**src/rtl/fifo_pkg.sv**
```systemverilog
// Shared types and sizing for the shift-FIFO read-side unloader.
package fifo_pkg;

    localparam int unsigned DATA_W     = 64;
    localparam int unsigned FIFO_DEPTH = 8;
    localparam int unsigned BUF_DEPTH  = 4;
    localparam int unsigned CNT_W      = $clog2(FIFO_DEPTH) + 1;
    localparam int unsigned OCC_W      = $clog2(BUF_DEPTH) + 1;

    typedef logic [DATA_W-1:0] word_t;

    typedef enum logic [1:0] {
        IDLE,
        DRAIN,
        FLUSH,
        DONE
    } unload_state_t;

endpackage

```
**src/rtl/fifo_unloader_cap_buf.sv**
```systemverilog
// cap_buf: DEPTH-entry circular capture buffer with a registered head word.
//   clk, rst       clock, async active-high reset
//   push/push_data write one word at the tail
//   pop            release the head word
//   head           head word (0 while empty)
//   empty/full     occupancy flags
//   occupancy      number of stored words, 0..DEPTH
module cap_buf
    import fifo_pkg::*;
#(
    parameter int unsigned  DEPTH = BUF_DEPTH,
    localparam int unsigned PTR_W = $clog2(DEPTH),
    localparam int unsigned OW    = PTR_W + 1
) (
    input  logic          clk,
    input  logic          rst,
    input  logic          push,
    input  word_t         push_data,
    input  logic          pop,
    output word_t         head,
    output logic          empty,
    output logic          full,
    output logic [OW-1:0] occupancy
);

    word_t            mem_q [DEPTH];
    logic [PTR_W-1:0] wr_ptr_q, wr_ptr_d;
    logic [PTR_W-1:0] rd_ptr_q, rd_ptr_d;
    logic [OW-1:0]    occ_q, occ_d;
    word_t            head_q, head_d;
    logic             empty_q, full_q;
    logic             do_push, do_pop;

    // Pointer/occupancy update; head is the word at the new read pointer,
    // bypassing the array when that slot is being written this edge.
    always_comb begin
        do_pop   = pop && (occ_q != '0);
        do_push  = push && ((occ_q != OW'(DEPTH)) || do_pop);
        wr_ptr_d = wr_ptr_q + PTR_W'(do_push);
        rd_ptr_d = rd_ptr_q + PTR_W'(do_pop);
        occ_d    = occ_q + OW'(do_push) - OW'(do_pop);
        head_d   = '0;
        if (occ_d != '0) begin
            head_d = (do_push && (wr_ptr_q == rd_ptr_d)) ? push_data : mem_q[rd_ptr_d];
        end
    end

    always_ff @(posedge clk or posedge rst) begin
        if (rst) begin
            wr_ptr_q <= '0;
            rd_ptr_q <= '0;
            occ_q    <= '0;
            head_q   <= '0;
            empty_q  <= 1'b1;
            full_q   <= 1'b0;
        end else begin
            wr_ptr_q <= wr_ptr_d;
            rd_ptr_q <= rd_ptr_d;
            occ_q    <= occ_d;
            head_q   <= head_d;
            empty_q  <= (occ_d == '0);
            full_q   <= (occ_d == OW'(DEPTH));
        end
    end

    // Storage array; contents are don't-care after reset.
    always_ff @(posedge clk) begin
        if (do_push) begin
            mem_q[wr_ptr_q] <= push_data;
        end
    end

    assign head      = head_q;
    assign empty     = empty_q;
    assign full      = full_q;
    assign occupancy = occ_q;

endmodule

```
**src/rtl/fifo_unloader.sv**
```systemverilog
// fifo_unloader: drains a programmed number of words from a shift FIFO into a
// small capture buffer and presents them over a valid/ready read port.
//   clk, rst            clock, async active-high reset
//   start, count        drain request and word count (clamped to FIFO_DEPTH)
//   fifo_en, fifo_q     FIFO shift enable and oldest-stage word
//   rd_valid/rd_data    head of capture buffer, popped on rd_ready
//   busy, done          busy during DRAIN/FLUSH, one-cycle done pulse
//   stall_cnt           saturating stall counter, only when
//                       FIFO_UNLOADER_STATS_EN is defined
module fifo_unloader
    import fifo_pkg::*;
(
    input  logic              clk,
    input  logic              rst,
    input  logic              start,
    input  logic [CNT_W-1:0]  count,
    output logic              fifo_en,
    input  logic [DATA_W-1:0] fifo_q,
    output logic              rd_valid,
    output logic [DATA_W-1:0] rd_data,
    input  logic              rd_ready,
    output logic              busy,
    output logic              done
`ifdef FIFO_UNLOADER_STATS_EN
    ,
    output logic [31:0]       stall_cnt
`endif
);

    unload_state_t    state_q, state_d;
    logic [CNT_W-1:0] remaining_q, remaining_d;
    logic             fifo_en_q, fifo_en_d;
    logic             busy_q, busy_d;
    logic             done_q, done_d;
    logic             start_acc;

    word_t            buf_head;
    logic             buf_empty, buf_full, buf_pop, buf_room;
    logic [OCC_W-1:0] buf_occ, occ_nxt;

    cap_buf #(.DEPTH(BUF_DEPTH)) u_cap_buf (
        .clk       (clk),
        .rst       (rst),
        .push      (fifo_en_q),
        .push_data (fifo_q),
        .pop       (buf_pop),
        .head      (buf_head),
        .empty     (buf_empty),
        .full      (buf_full),
        .occupancy (buf_occ)
    );

    assign buf_pop = !buf_empty && rd_ready;

    // Occupancy after this edge; fifo_en for the next cycle is granted only
    // if a slot is already free then, so the push can never overflow.
    always_comb begin
        occ_nxt  = buf_occ + OCC_W'(fifo_en_q) - OCC_W'(buf_pop);
        buf_room = buf_full ? buf_pop : (occ_nxt != OCC_W'(BUF_DEPTH));
    end

    // Next-state and registered-output logic.
    always_comb begin
        state_d     = state_q;
        remaining_d = remaining_q;
        start_acc   = 1'b0;
        unique case (state_q)
            IDLE: begin
                if (start) begin
                    start_acc = 1'b1;
                    if (count == '0) begin
                        state_d = DONE;
                    end else begin
                        remaining_d = (count > CNT_W'(FIFO_DEPTH)) ? CNT_W'(FIFO_DEPTH) : count;
                        state_d     = DRAIN;
                    end
                end
            end
            DRAIN: begin
                if (fifo_en_q) begin
                    remaining_d = remaining_q - CNT_W'(1);
                end
                if (remaining_d == '0) begin
                    state_d = FLUSH;
                end
            end
            FLUSH: begin
                if (occ_nxt == '0) begin
                    state_d = DONE;
                end
            end
            DONE: begin
                state_d = IDLE;
            end
            default: begin
                state_d = IDLE;
            end
        endcase
        fifo_en_d = (state_d == DRAIN) && (remaining_d != '0) && buf_room;
        busy_d    = (state_d == DRAIN) || (state_d == FLUSH);
        done_d    = (state_d == DONE);
    end

    always_ff @(posedge clk or posedge rst) begin
        if (rst) begin
            state_q     <= IDLE;
            remaining_q <= '0;
            fifo_en_q   <= 1'b0;
            busy_q      <= 1'b0;
            done_q      <= 1'b0;
        end else begin
            state_q     <= state_d;
            remaining_q <= remaining_d;
            fifo_en_q   <= fifo_en_d;
            busy_q      <= busy_d;
            done_q      <= done_d;
        end
    end

    assign fifo_en  = fifo_en_q;
    assign rd_valid = !buf_empty;
    assign rd_data  = buf_head;
    assign busy     = busy_q;
    assign done     = done_q;

`ifdef FIFO_UNLOADER_STATS_EN
    logic [31:0] stall_cnt_q, stall_cnt_d;

    // Saturating count of cycles where a word waits on the consumer.
    always_comb begin
        stall_cnt_d = stall_cnt_q;
        if (start_acc) begin
            stall_cnt_d = '0;
        end else if (rd_valid && !rd_ready && (stall_cnt_q != '1)) begin
            stall_cnt_d = stall_cnt_q + 32'd1;
        end
    end

    always_ff @(posedge clk or posedge rst) begin
        if (rst) begin
            stall_cnt_q <= '0;
        end else begin
            stall_cnt_q <= stall_cnt_d;
        end
    end

    assign stall_cnt = stall_cnt_q;
`else
    logic unused_start_acc;
    assign unused_start_acc = start_acc;
`endif

endmodule

```
**config.mk**
```make
export PLATFORM = sky130hd
export DESIGN_NAME = fifo_unloader
export DESIGN_NICKNAME = d
export VERILOG_FILES = /design/src/rtl/fifo_pkg.sv /design/src/rtl/fifo_unloader_cap_buf.sv /design/src/rtl/fifo_unloader.sv
export SDC_FILE = /design/constraint.sdc
export NUM_CORES = 1
export LEC_CHECK = 0
export ABC_AREA = 1
export BUFFER_PORTS_ARGS = -buffer_cell sky130_fd_sc_hd__clkbuf_2
export CAP_MARGIN = 10
export CORE_UTILIZATION = 35
export DETAILED_ROUTE_END_ITERATION = 8
export HOLD_SLACK_MARGIN = 0.05
export PLACE_DENSITY = 0.61
export SYNTH_ARGS = -nofsm -noshare
export SYNTH_HDL_FRONTEND = slang
export SYNTH_SLANG_ARGS = --single-unit
```
**constraint.sdc**
```tcl
create_clock -name clk -period 7.8 [get_ports clk]
set_input_delay 1.17 -clock clk [delete_from_list [all_inputs] [get_ports clk]]
set_output_delay 1.17 -clock clk [all_outputs]
set_load 0.01 [all_outputs]
```
==> impl_results.md <==
- Run status: complete, no violations
- Std-Cell Rows: between 70 and 80
- Leading area contributor after synthesis: edfxtp_1
- Crit path launch type: input port
- Combinational family with the most area after synthesis: simple AND/OR/NAND/NOR gates
- Dpl hpwl: 16,900 µm
- Vias in the first global route: ~8,700
- CP Max Fanout: 66
- Slew HR: 0.438
- Grt total ovfl: 0
- Post-synthesis simple-gate area fraction: 0.116
- Post-CTS Hold Buffers: 0
- Mapped Cells: about 1,100
- Crit share post-route: 0.471
- RSZ-0062 raised after global routing: no
- Hold Vio Cnt, Final: 0
- Die Y: 197 µm
- Clk root buf: clkbuf_16
- Area Growth Syn to Fin: 17.8%
- Final setup skew: 0.0254 ns
- Synth Area in Compound Gates: 0.100
- Post-Route WL: 31,400 µm
- Synth area leaders: edfxtp_1 (58%), dfrtp_1 (15%), nor2_1 (9.5%), o21ai_0 (7.0%), a21oi_1 (2.4%)
- Layout cell share with drive strength beyond 1: 0.180
- N_diodes: 0
- Sequential-to-total area share from yosys stat: 0.733
- Top-area cell type share of the netlist area: 0.578
- Cell Area, Synth: 13,300 µm²
- Mux contribution to synthesized area: 0
- Num ports: 140
- Antenna violations before repair: 2
- Final setup TNS: 0 ns
- Synthesized flop and latch total: 338
- Worst path arrival time: approximately 4.1 ns
- ANT nets after route: 0
- All-Layer GR Usage: 0.164
- Crit end category: register
- # clock sinks: approximately 340
- Finish-stage setup viols: 0
- Yosys Warn Count: 0
- Number of DRC markers in iteration 0: 560
- Syn nets: between 1,000 and 1,500
- Vias per cell: 4.76
- Post-placement cell area: 14,500 µm²
- P_leak: slightly below 6 nW
- DRC errors left: 0
- Nets: approximately 1,300
- First-pass DRT Iterations: 4
- Maxcap violations: 0
- Core Footprint: 37,500 µm²
- Postcts setup bufs: 0
- Synth Area per Inst: 12.0 µm²
- CTS tree: yes
- Pwr Density: 457 nW/µm²
- Actual slew at the worst max-slew pin: between 0.8 and 0.9 ns
- Placer Congestion: ~0.73
- Adder-cell share of the synthesized area: 0.0115
- Worst Hold Class: register to register
- Crit path required time: 8.22 ns
- PortBufs: 139
- DR vias: about 8,500
- Post-CTS sizing: 0
- Fin. max-slew vios: 0
- Chip width: 197 µm
- WS Path Type: input port to register
- H-tree Lvls: 2
- Initial Util: 0.355
- Max Root-Sink Buffers: 3
- Clk pin slew, worst setup/hold paths: 0.06 ns
- Yosys cell types: 31
- Final Cell Area: between 15,000 and 20,000 µm²
- F_max: roughly 270 MHz
- Tmin final: 3.67 ns
- Pin count of the biggest net entering global routing: 73
- Die area: just under 40,000 µm²
- XOR/XNOR Fraction of Synth Area: 0.00518
- Worst skew pair latency: 0.52 ns
- VDD IR max: between 0.2 and 0.25 mV
- Routed wire per std cell: 17.6 µm
- Total CTS buffers: 36
- First-pass GRT wire length: 49,000 µm
[state kept, by name, indices dropped and copies added (netlist names)]
signal and count:
busy 1, u_cap_buf.empty 1, u_cap_buf.full 1, u_cap_buf.mem_q 256, u_cap_buf.wr_ptr_q 2, remaining_q 4
u_cap_buf.occupancy 3, u_cap_buf.head 64, state_q 2, done 1, fifo_en 1, u_cap_buf.rd_ptr_q 2
[kinds of logic (layout without fill, tap and decap cells)]
kind of cell | after synthesis | after routing
xor gates and xnor gates | 7 | 7
adders and majority gates | 11 | 11
and+or+nand+nor | 398 | 398
DFF | 338 | 338
AOI/OAI and AO/OA | 264 | 264
buffers and inverters | 94 | 253
[critical path: stages]
cell      delay (ns)
clkbuf_2        0.09
nand2_2         0.08
a21oi_1         0.27
ha_4            0.24
xor2_4          0.13
buf_4           0.62
nand2_1         0.14
nand2_2         0.13
nor2_1          0.05
nand2_2         0.25
buf_4           0.58
o21ai_0         0.15
nor2_1          0.15
[per-layer routing]
metal,GRT usage,part of all wire
met1,0.219,0.45
met2,0.272,0.48
met3,0.0327,0.054
met4,0.0477,0.019
met5,0,0.00099
[where the power goes]
part | switching, mW | internal (mW) | total (mW)
logic | 1.94 | 0.888 | 2.83
registers | 0.171 | 2.45 | 2.63
clock network | 0.685 | 1.01 | 1.70
total | 2.80 | 4.36 | 7.16
[synthesized netlist by cell type]
master	instances
buf_4	1
o21ai_1	10
o21ai_0	185
xnor2_1	2
nand2_2	5
edfxtp_1	256
nand4_1	2
ha_1	9
inv_1	30
nor3_1	5
clkbuf_2	5
o211ai_1	1
nor3_4	1
buf_2	35
nand3_1	5
a21boi_0	1
xor2_1	4
inv_2	2
fa_1	2
nand3_2	1
nand2_1	42
buf_6	6
nor2_1	336
a21oi_1	65
dfstp_2	1
buf_1	4
or2_2	1
xor2_2	1
dfrtp_1	81
clkbuf_1	11
a22oi_1	2
[metrics by stage]
| step | std cells | hold WS [ns] | setup WS, ns | utilization | total power [mW] |
|---|---|---|---|---|---|
| finish | 1782 | 0.543 | 4.13 | 0.418 | 7.16 |
| detailed placement | 1716 | 0.535 | 3.57 | 0.386 | 5.56 |
| global route | 1782 | 0.588 | 3.85 | 0.418 | 7.70 |
| CTS | 1782 | 0.551 | 4.09 | 0.418 | 7.28 |
| floorplan | 1112 | 0.503 | 1.48 | - | 4.65 |
| global placement | 1716 | 0.528 | 3.59 | 0.386 | 5.50 |
[area by class of cell]
class                           instances  area [µm²]
Fill cell                            3502       21800
Sequential cell                       338        9740
Tap cell                              511         639
Multi-Input combinational cell        680        3160
Clock inverter                         16         166
Inverter                               32         125
Timing Repair Buffer                  155         816
Clock buffer                           50        1020
[final timing paths]
| kind | start | slack, ns | endpoint | depth (start not counted) |
|---|---|---|---|---|
| min | u_cap_buf.full | 0.54 | fifo_en | 2 |
| max reg2reg | u_cap_buf.empty | 4.41 | u_cap_buf.head[11] | 9 |
| min in group asynchronous | rst | 0.68 | u_cap_buf.head[12] | 2 |
| max in group asynchronous | rst | 5.97 | u_cap_buf.head[45] | 3 |
| max | rd_ready | 4.13 | u_cap_buf.head[10] | 13 |
| min reg2reg | u_cap_buf.full | 0.54 | fifo_en | 2 |
[placed cells by master, fill, tap and decap left out, drive strengths merged, types with 3 or more instances in the layout]
cell type,n
xor2,5
inv,32
nand2,47
clkbuf,189
a21oi,65
nand3,6
ha,9
buf,16
edfxtp,256
dfrtp,81
nor3,6
clkinv,11
bufinv,3
nor2,336
o21ai,195
Power figures use the tool's default switching activity.
